==> src/rtl/conv_pkg.sv <==
// Shared widths, FSM state encoding and window/weight array types for the 3x3 convolution stage.
package conv_pkg;
    localparam int PIX_W  = 8;
    localparam int W_W    = 8;
    localparam int OUT_W  = 22;
    localparam int PROD_W = PIX_W + W_W;

    typedef enum logic [1:0] {
        IDLE  = 2'd0,
        RUN   = 2'd1,
        FLUSH = 2'd2,
        DONE  = 2'd3
    } conv_state_e;

    // Indexed [row][col]; row 0 is the oldest (top) image row of the window.
    typedef logic signed [W_W-1:0]   weight_arr_t [3][3];
    typedef logic signed [PIX_W-1:0] pix_win_t    [3][3];
endpackage

==> src/rtl/conv_line_buffer.sv <==
// Two IMG_WIDTH-deep row stores returning the vertical 3-pixel column at x; write is one cycle.
// No backpressure: a column is read and the rows are rotated on every write-enable.
module conv_line_buffer
    import conv_pkg::*;
#(
    parameter int IMG_WIDTH = 32,
    parameter int XW        = $clog2(IMG_WIDTH)
) (
    input  logic                    clk,
    input  logic                    we,
    input  logic [XW-1:0]           x_addr,
    input  logic signed [PIX_W-1:0] pix_in,
    output logic signed [PIX_W-1:0] col_top,
    output logic signed [PIX_W-1:0] col_mid,
    output logic signed [PIX_W-1:0] col_bot
);
    logic signed [PIX_W-1:0] row1_q [IMG_WIDTH];   // row y-2
    logic signed [PIX_W-1:0] row0_q [IMG_WIDTH];   // row y-1
    logic signed [PIX_W-1:0] row1_d;
    logic signed [PIX_W-1:0] row0_d;

    always_comb begin
        row1_d = row0_q[x_addr];
        row0_d = pix_in;
    end

    always_ff @(posedge clk) begin
        if (we) begin
            row1_q[x_addr] <= row1_d;
            row0_q[x_addr] <= row0_d;
        end
    end

    assign col_top = row1_q[x_addr];
    assign col_mid = row0_q[x_addr];
    assign col_bot = pix_in;
endmodule

==> src/rtl/conv3x3_stream.sv <==
// Streaming 3x3 valid-mode convolution; result 2 cycles after the window-completing pixel, no backpressure.
// Optional macro CONV_RELU_EN clamps negative sums to zero in the output stage.
module conv3x3_stream
    import conv_pkg::*;
#(
    parameter int IMG_WIDTH  = 32,
    parameter int IMG_HEIGHT = 32
) (
    input  logic                    clk,
    input  logic                    rst,
    input  logic                    start_signal,
    input  logic [9*W_W-1:0]        weight_in,
    input  logic                    pixel_valid,
    input  logic signed [PIX_W-1:0] pixel_in,
    output logic signed [OUT_W-1:0] result_out,
    output logic                    result_valid,
    output logic                    done_signal
);
    localparam int XW = $clog2(IMG_WIDTH);
    localparam int YW = $clog2(IMG_HEIGHT);
    localparam logic [XW-1:0] X_LAST = XW'(IMG_WIDTH - 1);
    localparam logic [YW-1:0] Y_LAST = YW'(IMG_HEIGHT - 1);
    localparam logic [XW-1:0] X_TWO  = XW'(2);
    localparam logic [YW-1:0] Y_TWO  = YW'(2);

    conv_state_e state_q, state_d;
    logic [XW-1:0] x_q, x_d;
    logic [YW-1:0] y_q, y_d;
    weight_arr_t   w_q, w_d;
    pix_win_t      win_q, win_d;
    logic          win_vld_q, win_vld_d;
    logic signed [PROD_W-1:0] prod_q [9];
    logic signed [PROD_W-1:0] prod_d [9];
    logic          prod_vld_q, prod_vld_d;
    logic signed [OUT_W-1:0] res_q, res_d;
    logic          res_vld_q, res_vld_d;
    logic signed [OUT_W-1:0] sum;
    logic          accept;
    logic signed [PIX_W-1:0] col_top, col_mid, col_bot;

    assign accept = (state_q == RUN) && pixel_valid;

    conv_line_buffer #(.IMG_WIDTH(IMG_WIDTH), .XW(XW)) u_line_buffer (
        .clk     (clk),
        .we      (accept),
        .x_addr  (x_q),
        .pix_in  (pixel_in),
        .col_top (col_top),
        .col_mid (col_mid),
        .col_bot (col_bot)
    );

    always_comb begin
        state_d   = state_q;
        x_d       = x_q;
        y_d       = y_q;
        w_d       = w_q;
        win_d     = win_q;
        win_vld_d = 1'b0;
        case (state_q)
            IDLE: begin
                if (start_signal) begin
                    state_d = RUN;
                    x_d     = '0;
                    y_d     = '0;
                    for (int r = 0; r < 3; r++) begin
                        for (int c = 0; c < 3; c++) begin
                            w_d[r][c]   = weight_in[W_W*(3*r+c) +: W_W];
                            win_d[r][c] = '0;
                        end
                    end
                end
            end
            RUN: begin
                if (pixel_valid) begin
                    for (int r = 0; r < 3; r++) begin
                        win_d[r][0] = win_q[r][1];
                        win_d[r][1] = win_q[r][2];
                    end
                    win_d[0][2] = col_top;
                    win_d[1][2] = col_mid;
                    win_d[2][2] = col_bot;
                    // Columns x-2..x are all from the current row only once x >= 2.
                    win_vld_d = (x_q >= X_TWO) && (y_q >= Y_TWO);
                    if (x_q == X_LAST) begin
                        x_d = '0;
                        if (y_q == Y_LAST) state_d = FLUSH;
                        else               y_d = y_q + 1'b1;
                    end else begin
                        x_d = x_q + 1'b1;
                    end
                end
            end
            FLUSH: begin
                // Last result is in the output register this cycle; done follows it.
                if (!win_vld_q && !prod_vld_q) state_d = DONE;
            end
            DONE:    state_d = IDLE;
            default: state_d = IDLE;
        endcase
    end

    always_comb begin
        for (int r = 0; r < 3; r++) begin
            for (int c = 0; c < 3; c++) begin
                prod_d[3*r+c] = win_q[r][c] * w_q[r][c];
            end
        end
        prod_vld_d = win_vld_q;
    end

    always_comb begin
        sum = '0;
        for (int i = 0; i < 9; i++) begin
            sum = sum + {{(OUT_W-PROD_W){prod_q[i][PROD_W-1]}}, prod_q[i]};
        end
        res_d     = res_q;
        res_vld_d = prod_vld_q;
        if (prod_vld_q) begin
`ifdef CONV_RELU_EN
            res_d = sum[OUT_W-1] ? '0 : sum;
`else
            res_d = sum;
`endif
        end
    end

    always_ff @(posedge clk) begin
        if (rst) begin
            state_q    <= IDLE;
            x_q        <= '0;
            y_q        <= '0;
            win_vld_q  <= 1'b0;
            prod_vld_q <= 1'b0;
            res_vld_q  <= 1'b0;
            res_q      <= '0;
        end else begin
            state_q    <= state_d;
            x_q        <= x_d;
            y_q        <= y_d;
            win_vld_q  <= win_vld_d;
            prod_vld_q <= prod_vld_d;
            res_vld_q  <= res_vld_d;
            res_q      <= res_d;
        end
    end

    always_ff @(posedge clk) begin
        w_q    <= w_d;
        win_q  <= win_d;
        prod_q <= prod_d;
    end

    assign result_out   = res_q;
    assign result_valid = res_vld_q;
    assign done_signal  = (state_q == DONE);
endmodule
==> config.mk <==
export PLATFORM = sky130hd
export DESIGN_NAME = conv3x3_stream
export DESIGN_NICKNAME = d
export VERILOG_FILES = /design/src/rtl/conv_pkg.sv /design/src/rtl/conv_line_buffer.sv /design/src/rtl/conv3x3_stream.sv
export SDC_FILE = /design/constraint.sdc
export NUM_CORES = 2
export LEC_CHECK = 0
export BUFFER_PORTS_ARGS = -buffer_cell sky130_fd_sc_hd__buf_2
export CAP_MARGIN = 10
export CORE_ASPECT_RATIO = 1.25
export CORE_MARGIN = 8
export CORE_UTILIZATION = 55
export CTS_CLUSTER_SIZE = 30
export DETAILED_ROUTE_END_ITERATION = 16
export GPL_TIMING_DRIVEN = 0
export PLACE_DENSITY_LB_ADDON = 0.3
export SYNTH_ARGS = -nofsm -noshare
export SYNTH_HDL_FRONTEND = slang
export SYNTH_SLANG_ARGS = --single-unit
==> constraint.sdc <==
create_clock -name clk -period 13.8 [get_ports clk]
set_clock_uncertainty 0.15 [all_clocks]
set_input_delay 0.69 -clock clk [delete_from_list [all_inputs] [get_ports clk]]
set_output_delay 0.69 -clock clk [all_outputs]
set_load 0.005 [all_outputs]
==> impl_metrics.toml <==
[logic_synthesis]
synth-edff-count = 656
yosys.area_share.simple_pct = 9.68
synth_compound_area_share_pct = 3.10
synthAdderAreaFrac_pct = 29.0
synth-main-ff-cell = "edfxtp_1"
avgSynthCellArea_um2 = 12.9
synth.distinct_cells = 65
syn_inst = 4239
synthXorXnorAreaFrac_pct = 2.57
synth_top_family_by_area = "adder cells"
syn_area_um2 = 54800
synth.area.mux_share_pct = 6.54
synth_fp_nets = 5228
synth-seq-cells = 842
yosysSeqAreaShare_pct = 42.7
synth_warnings = 0
async_flop_share_pct = 0

[detailed_routing]
wl_mm = 125
drc = 0
drt_iter0_drc = 2254
ant_nets = 0
viasPerCell = 5.51
detail_route.first_pass.iterations = 5
wl_per_cell_um = 21.3
num_vias = 32399

[floorplanning]
dieHeight_um = 369
rows = 129
die_area_um2 = 110000
die_w_um = 298
ioPinCount = 108
core_um2 = 98900
initial_core_util_pct = 55.4

[sta]
finalCriticalPeriod_ns = 5.46
fmax_mhz = 183
hold_viol = 0
worstMarginPinSlew_ns = 0.903
slew_violations = 0
max_slew_margin_pct = 39.8
post-route-period-util_pct = 39.6
setup_tns_ns = 0
setup_violations = 0
rsz0062_at_grt = "false"

[placed_design]
numPortBuffers = 107
place.gp.congestion = 0.890
dp_hpwl_mm = 93.7

[setup_path]
cpMaxStageDelayCell = "a2111oi_0"
crit_path_max_fanout = 4
arrival_ns = 5.83
startpoint_type = "flop"
crit_top_cell = "fa_1"
critPathRequiredTime_ns = 14.17
path_buf_inv = 4
cp_top_family = "adder cells"
critPathMaxStageDelay_ns = 0.78
critPathKind = "flop to flop"
ff2ff_setup_slack_ns = 8.34
end_kind = "flop"
crit_path_cell_trace = "inv_1, fa_1, inv_1, fa_1, fa_1, inv_1, fa_1, inv_1, ha_1, fa_1, a211oi_1, o21bai_1, a2111oi_0, o31ai_1, xnor2_1, o21ai_0"

[final_layout]
nets = 5482
syn_to_final_growth_pct = 11.4
diodes = 0
layout-drive-gt1-share_pct = 11.0

[clock_network]
cts-buffers-inserted = 85
cts.sinks = 842
cts_root_buf = "clkbuf_16"
clk-insertion-delay-late_ns = 0.68
clkTransAtPathRegs_ns = 0.06
cts_tree = "done"
clockBufferDepth = 3
post_cts_buffers = 0
htreeDepth = 3

[grt]
grt_pass1_vias = 34992
grt_start_max_net_pins = 52
grt.overflow.total = 0
antenna_found_initial = 5
track_usage_pct = 23.2
grt_pass1_wl_mm = 198

[hold_path]
hold_path.class = "primary input to flop"

[flow_run]
cap_violations = 0

[outcome]
outcome = "completed"
Yosys cell counts, drive strengths merged, types with 6 or more instances:
cell type	number	area (µm²)
or4	7	52.6
nor4	8	50.1
xor2	21	184
nor2b	42	263
mux4	144	3240
nand3	23	115
o41a	6	67.6
nor3	16	80.1
mux2i	26	260
nand4	17	106
nor2	165	619
a31oi	9	56.3
a21oi	70	350
mux2	7	78.8
and3	6	37.5
o21a	6	45.0
xnor2	140	1230
a211oi	14	105
a21o	17	128
o21ai	69	345
edfxtp	656	19700
dfxtp	186	3720
a221oi	8	70.1
fa	610	12200
and2	451	2820
inv	849	3190
or3	8	50.1
buf	34	196
o21bai	7	52.6
ha	295	3690
clkbuf	24	90.1
nand2b	45	282
o22ai	10	62.6
o31ai	8	60.1
a22o	8	70.1
nand2	172	646
routing by layer:
metal	up-vias	wire length (µm)	GRT usage (%)
met3	317	6800	3.25
met4	0	6380	11.0
met1	16590	47900	28.3
li1	14442	-	-
met2	1050	63900	40.6
met5	-	0	0
state kept, by name, summed over array words and instances, names as in the netlist, named ones only:
signal                flops
prod_q                  144
prod_vld_d                1
prod_vld_q                1
result_out               22
result_valid              1
state_q                   2
u_line_buffer.row0_q    256
u_line_buffer.row1_q    256
w_q                      72
win_q                    72
x_q                       5
y_q                       5
cells by family after synthesis:
group / Yosys count
multiplexers: 177
AND/OR/NAND/NOR: 982
flip-flops: 842
XOR/XNOR: 161
AO/OA/AOI/OAI: 265
buffers and inverters: 907
adder cells (fa/ha/maj): 905
path summary, 6_finish.rpt:
kind	from	end	depth (start not counted)
hold / removal	weight_in[63]	w_q[15]	1
hold reg to reg	result_out[18]	result_out[18]	2
setup reg to reg	prod_q[2]	result_out[14]	16
setup / recovery	prod_q[2]	result_out[14]	16
timing repair:
item,4_1_cts,5_1_grt
hold endpoints to repair,17,0
resized for setup,0,0
hold buffers,17,0
metrics by stage:
step                      area, µm²  setup WS (ns)  hold slack, ns  cells  utilization, %
after detailed placement      57900           8.45           0.298   5699            58.5
after CTS                     61100           8.39        0.000524   5875            61.7
after global routing          61100           8.08          0.0136   5875            61.7
after floorplan               54800           9.07           0.282   4239               -
after global placement        57000           7.93           0.282   5656            57.6
final                         61100           8.34          0.0427   5875            61.7
placed cells by master (no fill, tap or decap), drive strengths merged, types with 9 or more instances in the layout:
master and instances:
a21o 17, xor2 21, nor2 165, nand4 17, bufinv 12, ha 295, mux4 144, a31oi 9
nor3 16, a211oi 14, fa 610, mux2i 26, o21ai 69, o22ai 10, nor2b 42, nand2b 45
edfxtp 656, nand3 23, xnor2 140, inv 858, nand2 172, clkinv 27, clkbuf 132, dlygate4sd3 17
a21oi 70, dfxtp 186, and2 451, buf 184
layout make-up:
class	instances	area, µm²
Clock inverter	51	657
Inverter	849	3190
Clock buffer	108	2320
Fill cell	7464	37900
Buffer	58	289
Timing Repair Buffer	167	1430
Multi-Input combinational cell	2490	28100
Tap cell	1310	1640
Sequential cell	842	23400
Power is left out: the tool's default activity adds up to more than one toggle a clock period on the data nets, which glitch-free logic cannot reach.
